$ cat src/rtl/ps2_mouse_init_ctrl.sv
// rtl/ps2_mouse_init_ctrl.sv - PS/2 mouse init sequencer and 3-byte stream packet framer
module ps2_mouse_init_ctrl #(
    parameter int TIMEOUT_CYCLES = 25_000_000,
    parameter int PKT_GAP_CYCLES = 1_000_000,
    parameter int MAX_RETRIES    = 3
) (
    input  logic       clk_i,
    input  logic       rstn_i,
    input  logic       reinit_i,
    input  logic       tx_idle_i,
    input  logic       tx_done_tick_i,
    input  logic [7:0] rx_data_i,
    input  logic       rx_done_tick_i,
    output logic       wr_ps2_o,
    output logic [7:0] tx_data_o,
    output logic [8:0] xm_o,
    output logic [8:0] ym_o,
    output logic [2:0] btnm_o,
    output logic       m_done_tick_o,
    output logic       init_done_o,
    output logic       init_err_o
);

    localparam int TW = $clog2(TIMEOUT_CYCLES + 1);
    localparam int GW = $clog2(PKT_GAP_CYCLES + 1);
    localparam int RW = $clog2(MAX_RETRIES + 1);

    localparam logic [7:0] CMD_RESET  = 8'hFF;
    localparam logic [7:0] CMD_ENABLE = 8'hF4;
    localparam logic [7:0] RSP_ACK    = 8'hFA;
    localparam logic [7:0] RSP_BAT_OK = 8'hAA;
    localparam logic [7:0] RSP_ID     = 8'h00;

    typedef enum logic [3:0] {
        S_SEND_RST     = 4'd0,
        S_WAIT_TX_RST  = 4'd1,
        S_WAIT_ACK_RST = 4'd2,
        S_WAIT_BAT     = 4'd3,
        S_WAIT_ID      = 4'd4,
        S_SEND_EN      = 4'd5,
        S_WAIT_TX_EN   = 4'd6,
        S_WAIT_ACK_EN  = 4'd7,
        S_STREAM       = 4'd8,
        S_ERROR        = 4'd9
    } state_t;

    state_t        state_q, state_d;
    logic [TW-1:0] tmo_cnt_q, tmo_cnt_d;
    logic [RW-1:0] retry_q, retry_d;
    logic          fail;
    logic          tmo_hit;
    logic          timed;

    logic          wr_q, wr_d;
    logic [7:0]    tx_data_q, tx_data_d;

    logic [1:0]    idx_q, idx_d;
    logic [GW-1:0] gap_q, gap_d;
    logic [7:0]    b0_q, b0_d;
    logic [7:0]    b1_q, b1_d;
    logic [8:0]    xm_q, xm_d;
    logic [8:0]    ym_q, ym_d;
    logic [2:0]    btn_q, btn_d;
    logic          tick_q, tick_d;

    // Only the init handshake states are supervised by the timeout counter
    assign timed   = (state_q != S_STREAM) && (state_q != S_ERROR);
    assign tmo_hit = timed && (tmo_cnt_q == TW'(TIMEOUT_CYCLES - 1));

    // State register plus init supervision counters
    always_ff @(posedge clk_i) begin
        if (!rstn_i) begin
            state_q   <= S_SEND_RST;
            tmo_cnt_q <= '0;
            retry_q   <= '0;
        end else begin
            state_q   <= state_d;
            tmo_cnt_q <= tmo_cnt_d;
            retry_q   <= retry_d;
        end
    end

    // Next-state logic: expected events advance, wrong bytes or timeouts count as a failed attempt
    always_comb begin
        state_d = state_q;
        fail    = 1'b0;
        case (state_q)
            S_SEND_RST: begin
                if (tx_idle_i)    state_d = S_WAIT_TX_RST;
                else if (tmo_hit) fail = 1'b1;
            end
            S_WAIT_TX_RST: begin
                if (tx_done_tick_i) state_d = S_WAIT_ACK_RST;
                else if (tmo_hit)   fail = 1'b1;
            end
            S_WAIT_ACK_RST: begin
                if (rx_done_tick_i) begin
                    if (rx_data_i == RSP_ACK) state_d = S_WAIT_BAT;
                    else                      fail = 1'b1;
                end else if (tmo_hit) begin
                    fail = 1'b1;
                end
            end
            S_WAIT_BAT: begin
                if (rx_done_tick_i) begin
                    if (rx_data_i == RSP_BAT_OK) state_d = S_WAIT_ID;
                    else                         fail = 1'b1;
                end else if (tmo_hit) begin
                    fail = 1'b1;
                end
            end
            S_WAIT_ID: begin
                if (rx_done_tick_i) begin
                    if (rx_data_i == RSP_ID) state_d = S_SEND_EN;
                    else                     fail = 1'b1;
                end else if (tmo_hit) begin
                    fail = 1'b1;
                end
            end
            S_SEND_EN: begin
                if (tx_idle_i)    state_d = S_WAIT_TX_EN;
                else if (tmo_hit) fail = 1'b1;
            end
            S_WAIT_TX_EN: begin
                if (tx_done_tick_i) state_d = S_WAIT_ACK_EN;
                else if (tmo_hit)   fail = 1'b1;
            end
            S_WAIT_ACK_EN: begin
                if (rx_done_tick_i) begin
                    if (rx_data_i == RSP_ACK) state_d = S_STREAM;
                    else                      fail = 1'b1;
                end else if (tmo_hit) begin
                    fail = 1'b1;
                end
            end
            S_STREAM: state_d = S_STREAM;
            S_ERROR:  state_d = S_ERROR;
            default:  state_d = S_SEND_RST;
        endcase

        retry_d = retry_q;
        if (fail) begin
            retry_d = retry_q + RW'(1);
            state_d = (retry_d == RW'(MAX_RETRIES)) ? S_ERROR : S_SEND_RST;
        end
        if (state_d == S_STREAM && state_q != S_STREAM) begin
            retry_d = '0;
        end
        if (reinit_i) begin
            state_d = S_SEND_RST;
            retry_d = '0;
        end

        // A failure that re-enters SEND_RST from SEND_RST is not a state change, so clear on fail too
        if (!timed || fail || reinit_i || state_d != state_q) begin
            tmo_cnt_d = '0;
        end else begin
            tmo_cnt_d = tmo_cnt_q + TW'(1);
        end
    end

    // Output logic: command strobe and byte for the SEND states, status flags
    always_comb begin
        wr_d        = 1'b0;
        tx_data_d   = tx_data_q;
        init_done_o = (state_q == S_STREAM);
        init_err_o  = (state_q == S_ERROR);
        if (!reinit_i) begin
            if (state_q == S_SEND_RST && tx_idle_i) begin
                wr_d      = 1'b1;
                tx_data_d = CMD_RESET;
            end else if (state_q == S_SEND_EN && tx_idle_i) begin
                wr_d      = 1'b1;
                tx_data_d = CMD_ENABLE;
            end
        end
    end

    // Registered TX strobe; the byte stays on tx_data_o after the strobe
    always_ff @(posedge clk_i) begin
        if (!rstn_i) begin
            wr_q      <= 1'b0;
            tx_data_q <= 8'h00;
        end else begin
            wr_q      <= wr_d;
            tx_data_q <= tx_data_d;
        end
    end

    // Stream framing: sync on bit3 of the first byte, drop partial packets after a long gap
    always_comb begin
        idx_d  = idx_q;
        gap_d  = gap_q;
        b0_d   = b0_q;
        b1_d   = b1_q;
        xm_d   = xm_q;
        ym_d   = ym_q;
        btn_d  = btn_q;
        tick_d = 1'b0;
        if (reinit_i || state_q != S_STREAM) begin
            idx_d = 2'd0;
            gap_d = '0;
        end else if (rx_done_tick_i) begin
            gap_d = '0;
            case (idx_q)
                2'd0: begin
                    if (rx_data_i[3]) begin
                        b0_d  = rx_data_i;
                        idx_d = 2'd1;
                    end
                end
                2'd1: begin
                    b1_d  = rx_data_i;
                    idx_d = 2'd2;
                end
                default: begin
                    xm_d   = b0_q[6] ? 9'd0 : {b0_q[4], b1_q};
                    ym_d   = b0_q[7] ? 9'd0 : {b0_q[5], rx_data_i};
                    btn_d  = b0_q[2:0];
                    tick_d = 1'b1;
                    idx_d  = 2'd0;
                end
            endcase
        end else if (idx_q != 2'd0) begin
            if (gap_q == GW'(PKT_GAP_CYCLES - 1)) begin
                idx_d = 2'd0;
                gap_d = '0;
            end else begin
                gap_d = gap_q + GW'(1);
            end
        end
    end

    // Packet assembly registers; movement outputs clear only on reset
    always_ff @(posedge clk_i) begin
        if (!rstn_i) begin
            idx_q  <= 2'd0;
            gap_q  <= '0;
            b0_q   <= 8'h00;
            b1_q   <= 8'h00;
            xm_q   <= 9'd0;
            ym_q   <= 9'd0;
            btn_q  <= 3'd0;
            tick_q <= 1'b0;
        end else begin
            idx_q  <= idx_d;
            gap_q  <= gap_d;
            b0_q   <= b0_d;
            b1_q   <= b1_d;
            xm_q   <= xm_d;
            ym_q   <= ym_d;
            btn_q  <= btn_d;
            tick_q <= tick_d;
        end
    end

    assign wr_ps2_o      = wr_q;
    assign tx_data_o     = tx_data_q;
    assign xm_o          = xm_q;
    assign ym_o          = ym_q;
    assign btnm_o        = btn_q;
    assign m_done_tick_o = tick_q;

endmodule
$ cat config.mk
export PLATFORM = sky130hd
export DESIGN_NAME = ps2_mouse_init_ctrl
export DESIGN_NICKNAME = d
export VERILOG_FILES = /design/src/rtl/ps2_mouse_init_ctrl.sv
export SDC_FILE = /design/constraint.sdc
export NUM_CORES = 1
export LEC_CHECK = 0
export CAP_MARGIN = 20
export CELL_PAD_IN_SITES_DETAIL_PLACEMENT = 0
export CELL_PAD_IN_SITES_GLOBAL_PLACEMENT = 2
export CORE_UTILIZATION = 32
export CTS_BUF_LIST = sky130_fd_sc_hd__clkbuf_4
export DETAILED_ROUTE_END_ITERATION = 12
export GPL_ROUTABILITY_DRIVEN = 1
export GPL_TIMING_DRIVEN = 0
export PLACE_DENSITY_LB_ADDON = 0.1
export SYNTH_ARGS = -nofsm -noshare
export SYNTH_HDL_FRONTEND = slang
export SYNTH_SLANG_ARGS = --single-unit
$ cat constraint.sdc
create_clock -name clk_i -period 2.39 [get_ports clk_i]
set_input_delay 0.3585 -clock clk_i [delete_from_list [all_inputs] [get_ports clk_i]]
set_output_delay 0.3585 -clock clk_i [all_outputs]
set_load 0.03 [all_outputs]
======== Word-level counts from Yosys, hierarchy flattened ========
Cells that the tools add are included.
W data, S select, Z words.
word-level totals
  register bits after elaboration ......... 100
  bits in latches ......................... 0
  ROM bits ................................ 0
  RAM bits ................................ 0
  logic and storage cells ................. 112
  input bits .............................. 14
  memories kept ........................... 0
operators by class
  mux-type cells .......................... 39
  divide/modulo/power cells ............... 0
  equal/unequal tests ..................... 20
  add/sub/neg operators ................... 3
  order comparisons ....................... 0
  bitwise gates (word level) .............. 5
  shift operators ......................... 0
  multipliers ............................. 0
  reduce and logical (&&, ||, !) cells .... 32
operators by type and width
  cell                     count
  $mux W4                  15
  $pmux W4 S10             1
  $add A25 B1 Y25 const B  1
  $eq A25 B25 Y1 const B   1
  $add A20 B1 Y20 const B  1
  $eq A20 B20 Y1 const B   1
  $mux W20                 1
  $mux W9                  2
  $eq A4 B3 Y1 const B     4
  $eq A8 B8 Y1 const B     2
  $mux W8                  2
  $reduce_or A2 Y1         7
  $eq A4 B4 Y1 const B     3
  $mux W1                  12
  $reduce_and A3 Y1        3
  $reduce_or A3 Y1         3
  $eq A4 B2 Y1 const B     2
  $logic_not A8 Y1         1
  $mux W2                  4
  $ne A4 B4 Y1 const B     2
  $reduce_bool A2 Y1       4
  $logic_and A1 B1 Y1      5
  $not A1 Y1               5
  $pmux W1 S5              1
  13 further kinds         16

======== Logic depth before layout (Yosys ltp) ========
Gate-level depths: netlist of run 1.
  word-level depth ........................ 11
  mapped depth ............................ 10
  depth with buffers taken out ............ 8

======== Worst setup path after synthesis of run 1 ========
Ideal clock, no wire load.
  path type ............................... register to register
  start point ............................. register tmo_cnt_q[0]
  end point ............................... register tmo_cnt_q[13]
  cell stages (with the launch flop) ...... 10
  slack ................................... -0.078 ns
  data arrival time ....................... 2.345 ns
  data required time ...................... 2.267 ns
  path buffers ............................ 1
  path through ............................ dfxtp_1 > ha_1 > nand2_1 > nor4b_2 > nand2_1 > nor3_1 > o211ai_1 > a311oi_4 > buf_6 > nor4_2
between the ends
  longest elaborated chain between the ends .. 10
ends and longest elaborated chain
  element                     RTL line  text
  from (decl)                 48        logic [TW-1:0] tmo_cnt_q, tmo_cnt_d;
  from (signal assigned)      78        tmo_cnt_q <= tmo_cnt_d;
  $eq A25 B25 Y1              68        assign tmo_hit = timed && (tmo_cnt_q == TW'(TIMEOUT_CYCLES - 1));
  $logic_and A1 B1 Y1         68
  $mux W1                     n/a
  $mux W1 (on tied branches)  n/a
  $pmux W1 S5                 87        case (state_q)
  $mux W4                     142       if (fail) begin
  $mux W4                     149       if (reinit_i) begin
  $ne A4 B4 Y1                155       if (!timed || fail || reinit_i || state_d != state_q) begin
  $logic_or A1 B1 Y1          155
  $reduce_or A2 Y1 (no line)  n/a
Parallel ways exist; a longest one is shown, timed or not.
A chain may end at the register's enable or synchronous reset.

======== Worst setup path after layout of run 1 ========
  start point ............................. register state_q[2]
  end point ............................... register tmo_cnt_q[0]
between the ends
  longest elaborated chain between the ends .. 11
ends and longest elaborated chain
  element                       RTL line  text
  from (decl)                   47        state_t state_q, state_d;
  from (signal assigned)        77        state_q <= state_d;
  $ne A4 B4 Y1                  67        assign timed = (state_q != S_STREAM) && (state_q != S_ERROR);
  $logic_and A1 B1 Y1           67
  $logic_and A1 B1 Y1           68
  $mux W1                       n/a
  $mux W1 (on tied branches)    n/a
  $pmux W1 S5                   87
  $mux W4                       142
  $mux W4                       149
  $ne A4 B4 Y1                  155
  $logic_or A1 B1 Y1 *          155
  $reduce_or A2 Y1 (no line) *  n/a
Mark *: on every way between the ends. The rest lies on a longest branch, timed or not.

==> metrics, run 1 <==
core area=13300 um2; Avg Inst Size Synth=8.70 um2; design area=5860 um2; predominant post-synthesis flop cell=dfxtp_1; crit path time final=2.39 ns; most frequent cell after synthesis=dfxtp_1; Post-Syn Area=4390 um2; Peak Freq=418 MHz; die area=14200 um2; Tot GR Track Use=17.4%; Worst Path Max Fanout=7; top cell type by total area after synthesis=dfxtp_1; post-route setup slack=-0.00436 ns; Starting Density=33.0%; Crit path required time=2.79 ns; initial antenna violation count=0; top cells by area, synth=dfxtp_1 42%, nor2_1 7.4%, xor2_1 4.6%; post-synth top area share=42.4%; max-slew violations=0; async set-or-reset flop fraction in the synthesized netlist=0%; WP data arrival=2.79 ns; Die W=119 um; Warnings, synthesis=0; synthesized flop and latch total=93; final core occ=44.1%; Max VDD drop=286 uV; total number of vias=3796; CTS tree=done; Post-synth EDFFs=0; Hold Path Class=in2reg; ratio of final minimum period to clock period=100%; CTS Buf Count=9; Die H=119 um; top post-synthesis cells by count=93 x dfxtp_1, 86 x nor2_1, 31 x nand2_1, 30 x a21oi_1, 23 x xor2_1; largest net degree at the start of global routing=17; Distinct cells, synth=60; Syn Nets=522; sequential area share after synthesis=42.4%; clk_lat worst skew=0.49 ns; Initial DRT Pass Iterations=4; relative slew slack=53.9%; critical setup path kind=reg2reg; Layout Nets=604; final wirelength=12.0 mm; Clock Tree Root=clkbuf_4; failing checks=setup timing; Setup Skew=0.0207 ns; placed cells=727; Final Hold Fails=0; hpwl dp=8.11 mm; DRT iter0 DRCs=211; gr ovfl total=0; Leak=2.02 nW; CTS clock-pin slew for the worst setup and hold paths=0.17 ns; Max clock buf depth=2; Final setup viols=1; area grow syn2layout=33.4%; n_diodes=0; Power Dens Cells=454 nW/um2; Post-Synthesis Cells=505; share of layout cells above drive strength 1=24.2%; dpl ws=-1.06 ns; antenna viol nets, final=0; Flop pwr share=58.5%; IO buf count=46; Max Cap Viol=0; status=complete, but fails checks; Sink Count=93; I/O pin count=47; Setup crit end kind=flip-flop; Slew @ Worst Pin=0.686 ns; Area after DPL=5080 um2; Avg Vias per Cell=4.94; switching pwr=0.768 mW; RSZ-0062 raised after global routing=yes; crit path launch type=flip-flop; wire per inst=15.7 um; Clock Power Share=30.9%; Comb pwr share=10.6%; Int Power=1.89 mW; first-pass GRT wire length=19.2 mm; multi-input logic area=2690 um2; H-tree Lvls=3; switch share=28.9%; FP Rows=42; Routability Congestion=0.754; fin cells=768; Register Area=1900 um2; vias in the first global route=3655; fill count=1346; drt drc=0
[critical path, cell delays in order, from the launching register on]
cell      delay, ns
dfxtp_4        0.41
or3_4          0.37
a211o_2        0.31
a22o_4         0.24
nor3_4         0.17
a211o_1        0.18
a311oi_4       0.09
buf_6          0.18
buf_16         0.15
nor4_4         0.21
[final timing paths]
| check | startpoint | to | slack [ns] | depth (start not counted) |
|---|---|---|---|---|
| min | rx_data_i[6] | b1_q[6]$_SDFFE_PN0P_ | 0.36 | 3 |
| max reg2reg | state_q[2]$_SDFF_PN0_ | tmo_cnt_q[0]$_SDFF_PP0_ | -0.004 | 9 |
| max | state_q[2]$_SDFF_PN0_ | tmo_cnt_q[0]$_SDFF_PP0_ | -0.004 | 9 |
| min reg2reg | b1_q[6]$_SDFFE_PN0P_ | b1_q[6]$_SDFFE_PN0P_ | 0.47 | 2 |
[layer usage]
metal | wire, um | vias up | track usage (%)
met5 | 0 | - | 0
met4 | 196 | 0 | 6.25
met3 | 387 | 16 | 4.41
met2 | 5660 | 67 | 26.8
met1 | 5790 | 1777 | 23.3
li1 | - | 1936 | -
[power by group through the flow]
stage          clock network, mW  logic, mW  registers (mW)
2_1_floorplan                  0      0.115            1.60
3_3_place_gp                   0      0.211            1.60
3_5_place_dp                   0      0.211            1.60
4_1_cts                    0.869      0.250            1.56
5_1_grt                    0.933      0.299            1.56
6_report                   0.822      0.282            1.56
[cell usage in the layout, fill, tap and decap left out, types with 3 or more instances in the layout]
cell type and count:
clkdlybuf4s50_1 35, nand3_1 22, dfxtp_2 9, nor4_2 8
nand4_1 11, inv_1 7, and3_1 3, dfxtp_1 77
buf_6 6, nor2_2 6, a21oi_1 26, nor4_4 10
nor3_1 8, mux2i_1 16, buf_8 3, dlygate4sd2_1 8
xnor2_1 21, clkbuf_4 10, nor4_1 6, a211oi_1 3
nor3b_1 20, buf_4 31, xor2_1 23, o21ai_0 8
nand2b_1 3, clkbuf_2 3, dfxtp_4 7, nor2_1 86
nand2_1 30, a21oi_2 3, clkbuf_1 12
[cell type report]
| type | instances | share of cell area (%) |
|---|---|---|
| Multi-Input combinational cell | 373 | 46.0 |
| Sequential cell | 93 | 32.4 |
| Timing Repair Buffer | 73 | 11.7 |
| Tap cell | 176 | 3.76 |
| Buffer | 30 | 3.72 |
| Clock buffer | 9 | 1.15 |
| Clock inverter | 7 | 0.854 |
| Inverter | 7 | 0.448 |
[flip-flops by register name, indices dropped and copies added, names as in the netlist]
| register | count |
|---|---|
| b0_q | 7 |
| b1_q | 8 |
| btnm_o | 3 |
| gap_q | 20 |
| idx_q | 2 |
| m_done_tick_o | 1 |
| retry_q | 2 |
| state_q | 4 |
| tmo_cnt_q | 25 |
| tx_data_o | 2 |
| wr_ps2_o | 1 |
| xm_o | 9 |
| ym_o | 9 |
[cell families after synthesis]
kind of cell / synth area share, %
mux: 4.24
compound gates: 8.97
buf+inv: 4.50
flops: 42.4
xor+xnor: 8.77
simple gates: 30.3
fa+ha+maj: 0.855
[metrics by stage]
stage               hold slack [ns]  power (mW)  setup TNS [ns]
detailed placement            0.446        1.81          -39.37
CTS                           0.330        2.68               0
finish                        0.360        2.66        -0.00436
floorplan                     0.432        1.72               0
global placement              0.447        1.81          -37.77
global route                  0.339        2.79          -0.387
[repair_timing]
item,in CTS,in global routing
setup buffers,13,12
gates resized for setup,73,56
hold buffers,0,0
gates cloned,2,0
setup endpoints to repair,87,38
pin swaps,18,25
No activity file was read; power rests on OpenSTA's default activity.
==> inputs of run 2 (changes only) <==
Settings changed: CTS_CLUSTER_SIZE set to 20.
==> results of run 2 <==
The final DEF is identical to that of run 1; final timing and power are the same.
